<file path="config.mk">
export PLATFORM = sky130hd
export DESIGN_NAME = rtc_timekeeper_flat
export DESIGN_NICKNAME = d
export VERILOG_FILES = /design/src/rtl/rtc_timekeeper_if.sv /design/src/rtl/rtc_timekeeper.sv /design/src/flat_wrapper.sv
export SDC_FILE = /design/constraint.sdc
export NUM_CORES = 1
export LEC_CHECK = 0
export BUFFER_PORTS_ARGS = -buffer_cell sky130_fd_sc_hd__buf_4
export CAP_MARGIN = 30
export CORE_MARGIN = 4
export CORE_UTILIZATION = 50
export CTS_CLUSTER_SIZE = 28
export DETAILED_ROUTE_END_ITERATION = 8
export PLACE_DENSITY = 0.89
export SLEW_MARGIN = 30
export SYNTH_ARGS = -nofsm -noshare
export SYNTH_HDL_FRONTEND = slang
export SYNTH_SLANG_ARGS = --single-unit
</file>
<file path="constraint.sdc">
create_clock -name clkin -period 2.9 [get_ports clkin]
set_input_delay 0.58 -clock clkin [delete_from_list [all_inputs] [get_ports clkin]]
set_output_delay 0.58 -clock clkin [all_outputs]
set_load 0.05 [all_outputs]
</file>
<file path="src/rtl/rtc_timekeeper_if.sv">
// Interface between rtc_timekeeper and its environment: tick input, time-set
// request and the BCD time-of-day outputs with their status pulses.
`timescale 1ns/1ps
interface rtc_timekeeper_if;
  logic       tick_in;
  logic       run;
  logic       set_stb;
  logic [7:0] set_hh;
  logic [7:0] set_mm;
  logic [7:0] set_ss;
  logic [7:0] hh;
  logic [7:0] mm;
  logic [7:0] ss;
  logic       sec_pulse;
  logic       day_pulse;
  logic       set_err;

  modport master (
    output tick_in, run, set_stb, set_hh, set_mm, set_ss,
    input  hh, mm, ss, sec_pulse, day_pulse, set_err
  );

  modport slave (
    input  tick_in, run, set_stb, set_hh, set_mm, set_ss,
    output hh, mm, ss, sec_pulse, day_pulse, set_err
  );
endinterface

</file>
<file path="src/rtl/rtc_timekeeper.sv">
// 24-hour BCD time-of-day counter advanced by rising edges of an asynchronous
// 1 Hz tick, with range-checked time load and per-second/midnight pulses.
`timescale 1ns/1ps
module rtc_timekeeper #(
  parameter int SYNC_STAGES = 2
) (
  input  logic            clkin,
  input  logic            rst,
  rtc_timekeeper_if.slave bus
);

  logic [SYNC_STAGES-1:0] sync_q;
  logic                   prev_q;
  logic [7:0]             hh_q, hh_d, mm_q, mm_d, ss_q, ss_d;
  logic                   sec_q, sec_d, day_q, day_d, err_q, err_d;
  logic                   sync_out, adv, set_ok;
  logic [7:0]             ss_inc, mm_inc, hh_inc;
  logic                   ss_wrap, mm_wrap, hh_wrap;

  // Returns {wrap, next}: wraps to 0x00 at top, otherwise BCD +1.
  function automatic logic [8:0] bcd_inc(input logic [7:0] v, input logic [7:0] top);
    if (v == top)
      return 9'h100;
    else if (v[3:0] == 4'd9)
      return {1'b0, v[7:4] + 4'd1, 4'd0};
    else
      return {1'b0, v[7:4], v[3:0] + 4'd1};
  endfunction

  assign sync_out = sync_q[SYNC_STAGES-1];
  assign adv      = sync_out & ~prev_q;

  assign {ss_wrap, ss_inc} = bcd_inc(ss_q, 8'h59);
  assign {mm_wrap, mm_inc} = bcd_inc(mm_q, 8'h59);
  assign {hh_wrap, hh_inc} = bcd_inc(hh_q, 8'h23);

  assign set_ok = (bus.set_hh[3:0] <= 4'd9) && (bus.set_mm[3:0] <= 4'd9) &&
                  (bus.set_ss[3:0] <= 4'd9) && (bus.set_hh <= 8'h23) &&
                  (bus.set_mm <= 8'h59) && (bus.set_ss <= 8'h59);

  // A set request always wins over a coincident tick; the tick is dropped.
  always_comb begin
    hh_d  = hh_q;
    mm_d  = mm_q;
    ss_d  = ss_q;
    sec_d = 1'b0;
    day_d = 1'b0;
    err_d = 1'b0;
    if (bus.set_stb) begin
      if (set_ok) begin
        hh_d = bus.set_hh;
        mm_d = bus.set_mm;
        ss_d = bus.set_ss;
      end else begin
        err_d = 1'b1;
      end
    end else if (adv && bus.run) begin
      ss_d  = ss_inc;
      sec_d = 1'b1;
      if (ss_wrap) begin
        mm_d = mm_inc;
        if (mm_wrap) begin
          hh_d  = hh_inc;
          day_d = hh_wrap;
        end
      end
    end
  end

  // Sync and history flops reset high so a tick already high at release is not an edge.
  always_ff @(posedge clkin or posedge rst) begin
    if (rst) begin
      sync_q <= '1;
      prev_q <= 1'b1;
      hh_q   <= 8'h00;
      mm_q   <= 8'h00;
      ss_q   <= 8'h00;
      sec_q  <= 1'b0;
      day_q  <= 1'b0;
      err_q  <= 1'b0;
    end else begin
      sync_q <= {sync_q[SYNC_STAGES-2:0], bus.tick_in};
      prev_q <= sync_out;
      hh_q   <= hh_d;
      mm_q   <= mm_d;
      ss_q   <= ss_d;
      sec_q  <= sec_d;
      day_q  <= day_d;
      err_q  <= err_d;
    end
  end

  assign bus.hh        = hh_q;
  assign bus.mm        = mm_q;
  assign bus.ss        = ss_q;
  assign bus.sec_pulse = sec_q;
  assign bus.day_pulse = day_q;
  assign bus.set_err   = err_q;

endmodule

</file>
<file path="src/flat_wrapper.sv">
// flat-port wrapper written by rule: the top's interface ports become plain ports
module rtc_timekeeper_flat 
#(
  parameter int SYNC_STAGES = 2
)
  (clkin, rst, bus_tick_in, bus_run, bus_set_stb, bus_set_hh, bus_set_mm, bus_set_ss, bus_hh, bus_mm, bus_ss, bus_sec_pulse, bus_day_pulse, bus_set_err);
  rtc_timekeeper_if bus_i ();
  input  logic clkin;
  input  logic rst;
  input wire logic [$bits(bus_i.tick_in)-1:0] bus_tick_in;
  input wire logic [$bits(bus_i.run)-1:0] bus_run;
  input wire logic [$bits(bus_i.set_stb)-1:0] bus_set_stb;
  input wire logic [$bits(bus_i.set_hh)-1:0] bus_set_hh;
  input wire logic [$bits(bus_i.set_mm)-1:0] bus_set_mm;
  input wire logic [$bits(bus_i.set_ss)-1:0] bus_set_ss;
  output wire logic [$bits(bus_i.hh)-1:0] bus_hh;
  output wire logic [$bits(bus_i.mm)-1:0] bus_mm;
  output wire logic [$bits(bus_i.ss)-1:0] bus_ss;
  output wire logic [$bits(bus_i.sec_pulse)-1:0] bus_sec_pulse;
  output wire logic [$bits(bus_i.day_pulse)-1:0] bus_day_pulse;
  output wire logic [$bits(bus_i.set_err)-1:0] bus_set_err;
  assign bus_i.tick_in = bus_tick_in;
  assign bus_i.run = bus_run;
  assign bus_i.set_stb = bus_set_stb;
  assign bus_i.set_hh = bus_set_hh;
  assign bus_i.set_mm = bus_set_mm;
  assign bus_i.set_ss = bus_set_ss;
  assign bus_hh = bus_i.hh;
  assign bus_mm = bus_i.mm;
  assign bus_ss = bus_i.ss;
  assign bus_sec_pulse = bus_i.sec_pulse;
  assign bus_day_pulse = bus_i.day_pulse;
  assign bus_set_err = bus_i.set_err;
  rtc_timekeeper #(.SYNC_STAGES(SYNC_STAGES)) u_core (.clkin(clkin), .rst(rst), .bus(bus_i));
endmodule
</file>
# ---- Word-level counts from Yosys, hierarchy flattened
# Cells that the tools add are included.
# Widths: inputs -> output; s select.
dict set report word_totals {
  output_inout_bits 27
  regBits 30
}
dict set report op_classes {
  eq_ne 7
  muxes 26
  bitwise 2
  order_cmp 6
  reduce_logical 18
  add_sub_neg 6
}
# op count
set ops {}
lappend ops {{$mux 8} 15}
lappend ops {{$mux 9} 3}
lappend ops {{$add 4x1->4 const B} 6}
lappend ops {{$eq 8x7->1 const B} 2}
lappend ops {{$le 8x7->1 const B} 2}
lappend ops {{$eq 4x4->1 const B} 3}
lappend ops {{$le 4x4->1 const B} 3}
lappend ops {{$reduce_bool 3->1} 3}
lappend ops {{$eq 8x6->1 const B} 1}
lappend ops {{$le 8x6->1 const B} 1}
lappend ops {{$mux 1} 8}
lappend ops {{$reduce_and 4->1} 2}
lappend ops {{$logic_and 1x1->1} 6}
lappend ops {{$reduce_and 3->1} 2}
lappend ops {{$reduce_bool 2->1} 3}
lappend ops {{$reduce_and 5->1} 1}
lappend ops {{$ne 2x1->1 const B} 1}
lappend ops {{$reduce_and 2->1} 1}
lappend ops {{$and 1x1->1} 1}
lappend ops {{$not 1->1} 1}

# ---- Logic depth before layout (Yosys ltp)
dict set report logic_depth {
  ltp_word 8
  ltp_mapped 8
  depth_no_buf 7
}

# ---- Worst setup path before layout
# No wires, ideal clock.
dict set report synth_path {
  path_type {register -> register}
  start {register u_core.ss_q[5] (netlist: u_core.bus.ss[5])}
  end {register u_core.mm_q[4] (netlist: u_core.bus.mm[4])}
  required_time_ns 2.775
  synth_period_minus_slack_ns 2.130
  slack_ns 0.770
  stages_incl_launch_ff 8
  t_arrival_ns 2.005
  setup_ns 0.125
  path_cell_list {dfrtp_1 inv_1 ha_1 and3b_1 and3_1 buf_2 o21ai_1 mux2_2}
}
dict set report synth_via {
  elab_chain_cells 4
}
# item line
set synth_rtl {}
lappend synth_rtl {{from (decl)} rtc_timekeeper.sv:14} ;# logic [7:0] hh_q, hh_d, mm_q, mm_d, ss_q, ss_d;
lappend synth_rtl {{from (signal assigned)} rtc_timekeeper.sv:86} ;# ss_q <= ss_d;
lappend synth_rtl {{$eq 8x7->1} rtc_timekeeper.sv:22} ;# if (v == top)
lappend synth_rtl {{$mux 9} rtc_timekeeper.sv:22}
lappend synth_rtl {{$reduce_bool 2->1 (no line)} n/a}
lappend synth_rtl {{$reduce_and 4->1 (no line)} n/a}
lappend synth_rtl {{to (signal assigned)} rtc_timekeeper.sv:85} ;# mm_q <= mm_d;
lappend synth_rtl {{to (decl)} rtc_timekeeper.sv:14}
# No other way between the ends.
# A chain may end at the register's enable or synchronous reset.

# ---- Worst setup path after layout
dict set report layout_path {
  start {register u_core.hh_q[4] (netlist: u_core.bus.hh[4])}
  end {register u_core.hh_q[5] (netlist: u_core.bus.hh[5])}
}
dict set report layout_via {
  elab_chain_cells 7
  elab_cells_between_ends 10
}
# item line
set layout_rtl {}
lappend layout_rtl {{from (decl)} rtc_timekeeper.sv:14}
lappend layout_rtl {{from (signal assigned)} rtc_timekeeper.sv:84} ;# hh_q <= hh_d;
lappend layout_rtl {{$add 4x1->4} rtc_timekeeper.sv:25} ;# return {1'b0, v[7:4] + 4'd1, 4'd0};
lappend layout_rtl {{$mux 8} rtc_timekeeper.sv:24} ;# else if (v[3:0] == 4'd9)
lappend layout_rtl {{$mux 9} rtc_timekeeper.sv:22}
lappend layout_rtl {{$mux 8} rtc_timekeeper.sv:62} ;# if (mm_wrap) begin
lappend layout_rtl {{$mux 8} rtc_timekeeper.sv:60} ;# if (ss_wrap) begin
lappend layout_rtl {{$mux 8} rtc_timekeeper.sv:57} ;# end else if (adv && bus.run) begin
lappend layout_rtl {{$mux 8} rtc_timekeeper.sv:49} ;# if (bus.set_stb) begin
# Several ways; a longest one is shown, not always the timed one. The select of a mux whose other input is x is not followed.

==> metrics <==
max-cap violations 0; hold_buf cts 0; mean routed wirelength per cell 15.8 µm; num rows 21; vias after detailed routing 1824; power per standard cell area 516 mW/mm²; first-pass GRT wire length 8600 µm; DP HPWL 3710 µm; clk_lat worst skew 0.29 ns; # setup viols final 0; Post-Syn Area 0.00187 mm²; min Tclk post-route 2.04 ns; CTS Root Cell clkbuf_8; TritonCTS Sinks 30; Syn-to-layout area delta 28.7%; Remaining DRCs 0; largest net degree at the start of global routing 36; grt ovf 0; 1st-iter DRT viols 217; Worst-path clk slew 0.07 ns; Detail Route Antenna Nets 0; Worst-Margin Slew 0.398 ns; cts bufs inserted 5; Post-Syn Nets 246; vias in the first global route 1794; Synthesis Warnings 0; TritonCTS clock tree yes; CP startpoint kind flop; Hold Violations, Final 0; Synth Flop Type dfrtp_1; Die H 69.2 µm; WP data required 3.08 ns; Core Region 0.00347 mm²; post-cts resize count 0; Slew Limit Fails 0; Netlist cell types 46; period utilization 70.4%; Initial Utilization 54.0%; status finished, final reports clean; CP arrival 2.22 ns; Leakage 1.13 nW; Post-CTS Setup Repair Bufs 0; CTS max path bufs 2; CP Max Fanout 6; Design Area, Final 0.00241 mm²; Post-synth EDFFs 0; drt first pass iters 4; DR vias/cell 5.90; fin nets 303; Die ar. 0.00479 mm²; clock skew 0.00482 ns; Routed WL 4900 µm; diode count 0; placed cell count 301; sequential area share after synthesis 40.3%; die width 69.2 µm; htree depth 2; setup TNS 0 ns; Synth Register Bits 30; Syn Inst Count 205; GPL Wtd Cong 0.922; kind of critical path flop to flop; worst hold-check path type flop to flop; Max-slew headroom 73.1%; gr usage total 21.9%; maximum VDD drop 304 µV; max frequency 490 MHz; fraction of registers with async set/reset 100%; Avg Cell Area, Syn 9.14 µm²; Port Buf Inserts 55; unrepaired setup endpoints after global routing no; IO Count 56; Layout Cells excl Fill 309; layout cell share with drive strength beyond 1 28.1%; initial antenna violation count 0; crit end category flop; placed instance area 0.00233 mm²
cell usage after synthesis (4+ instances only):
cell type / number / area [µm²]
a21oi_1: 15 / 75.1
a22o_1: 5 / 43.8
clkbuf_1: 4 / 15.0
dfrtp_1: 27 / 676
ha_1: 12 / 150
inv_1: 13 / 48.8
mux2_1: 4 / 45.0
nand2_1: 16 / 60.1
nand3_1: 13 / 65.1
nand3b_1: 4 / 30.0
nor2_1: 14 / 52.6
nor3_1: 5 / 25.0
o21ai_0: 14 / 70.1
o2bb2ai_1: 4 / 35.0
sequential cells by signal (all words and copies together) (netlist names):
signal / cells
u_core.bus.ss: 8
u_core.bus.hh: 8
u_core.prev_q: 1
u_core.bus.day_pulse: 1
u_core.bus.set_err: 1
u_core.bus.mm: 8
u_core.bus.sec_pulse: 1
u_core.sync_q: 2
cell usage in the layout, fill, tap and decap left out, drive strengths merged, types with 2 or more instances in the layout:
master	count
buf	57
dfrtp	27
o21ai	17
nand2	16
a21oi	16
nor2	15
inv	13
nand3	13
ha	12
nor3	6
clkbuf	6
mux2	6
a22o	5
nand3b	4
o2bb2ai	4
o31ai	3
and3b	3
o21a	3
nor3b	3
a221oi	3
o211ai	3
dfstp	3
nand4	2
nand2b	2
a211oi	2
o22ai	2
clkinv	2
nor4	2
layer usage:
| metal | vias up | GRT usage [%] | share of wire (%) | wire length, µm |
|---|---|---|---|---|
| met1 | 871 | 29.1 | 44 | 2140 |
| li1 | 870 | - | - | - |
| met5 | - | 0 | 0 | 0 |
| met2 | 74 | 33.3 | 47 | 2280 |
| met4 | 0 | 7.16 | 1.3 | 64 |
| met3 | 9 | 7.68 | 8.3 | 404 |
metrics by stage:
stage | setup WS, ns | util (%) | power [mW] | hold WS (ns)
finish | 0.859 | 69.5 | 1.24 | 0.354
global route | 0.586 | 69.5 | 1.31 | 0.358
CTS | 0.878 | 69.5 | 1.25 | 0.352
detailed placement | 0.675 | 67.1 | 0.924 | 0.350
global placement | 0.690 | 67.1 | 0.910 | 0.346
floorplan | 0.770 | - | 0.780 | 0.345
path summary, 6_finish.rpt:
kind / startpoint / end / slack (ns) / cells past startpoint
max in group asynchronous: rst / u_core.sync_q[0] / 2.20 / 3
hold / removal: u_core.sync_q[0] / u_core.sync_q[1] / 0.35 / 0
hold reg to reg: u_core.sync_q[0] / u_core.sync_q[1] / 0.35 / 0
setup / recovery: u_core.bus.hh[4] / u_core.bus.hh[5] / 0.86 / 7
setup reg to reg: u_core.bus.hh[4] / u_core.bus.hh[5] / 0.86 / 7
min in group asynchronous: rst / u_core.bus.ss[5] / 0.37 / 3
cell type report:
cell class,instances,area (µm²)
well taps,46,57.6
flip-flops and latches,30,754
repair buffers,57,428
clock buffers,6,72.6
multi-input cells,155,1040
clock inverters,2,10.0
inverters,13,48.8
fillers,304,1060
where the power goes:
part	switching (mW)	internal [mW]
Sequential	0.0557	0.461
Combinational	0.257	0.143
Clock	0.161	0.166
critical path, cell delays in order (launching register included):
cell      delay, ns
dfrtp_1        0.46
inv_1          0.07
ha_1           0.21
nor4b_1        0.16
a211oi_1       0.41
nor2_1         0.07
o21ai_1        0.21
mux2_1         0.35
kinds of logic (layout without fill, tap and decap cells):
| logic type | Yosys count | after routing | share of synthesized area [%] |
|---|---|---|---|
| compound gates | 65 | 65 | 23.3 |
| flops | 30 | 30 | 40.3 |
| mux | 7 | 7 | 4.14 |
| simple gates | 71 | 71 | 20.0 |
| fa+ha+maj | 12 | 12 | 8.02 |
| buf+inv | 20 | 78 | 4.21 |
No activity file was read; power rests on OpenSTA's default activity.
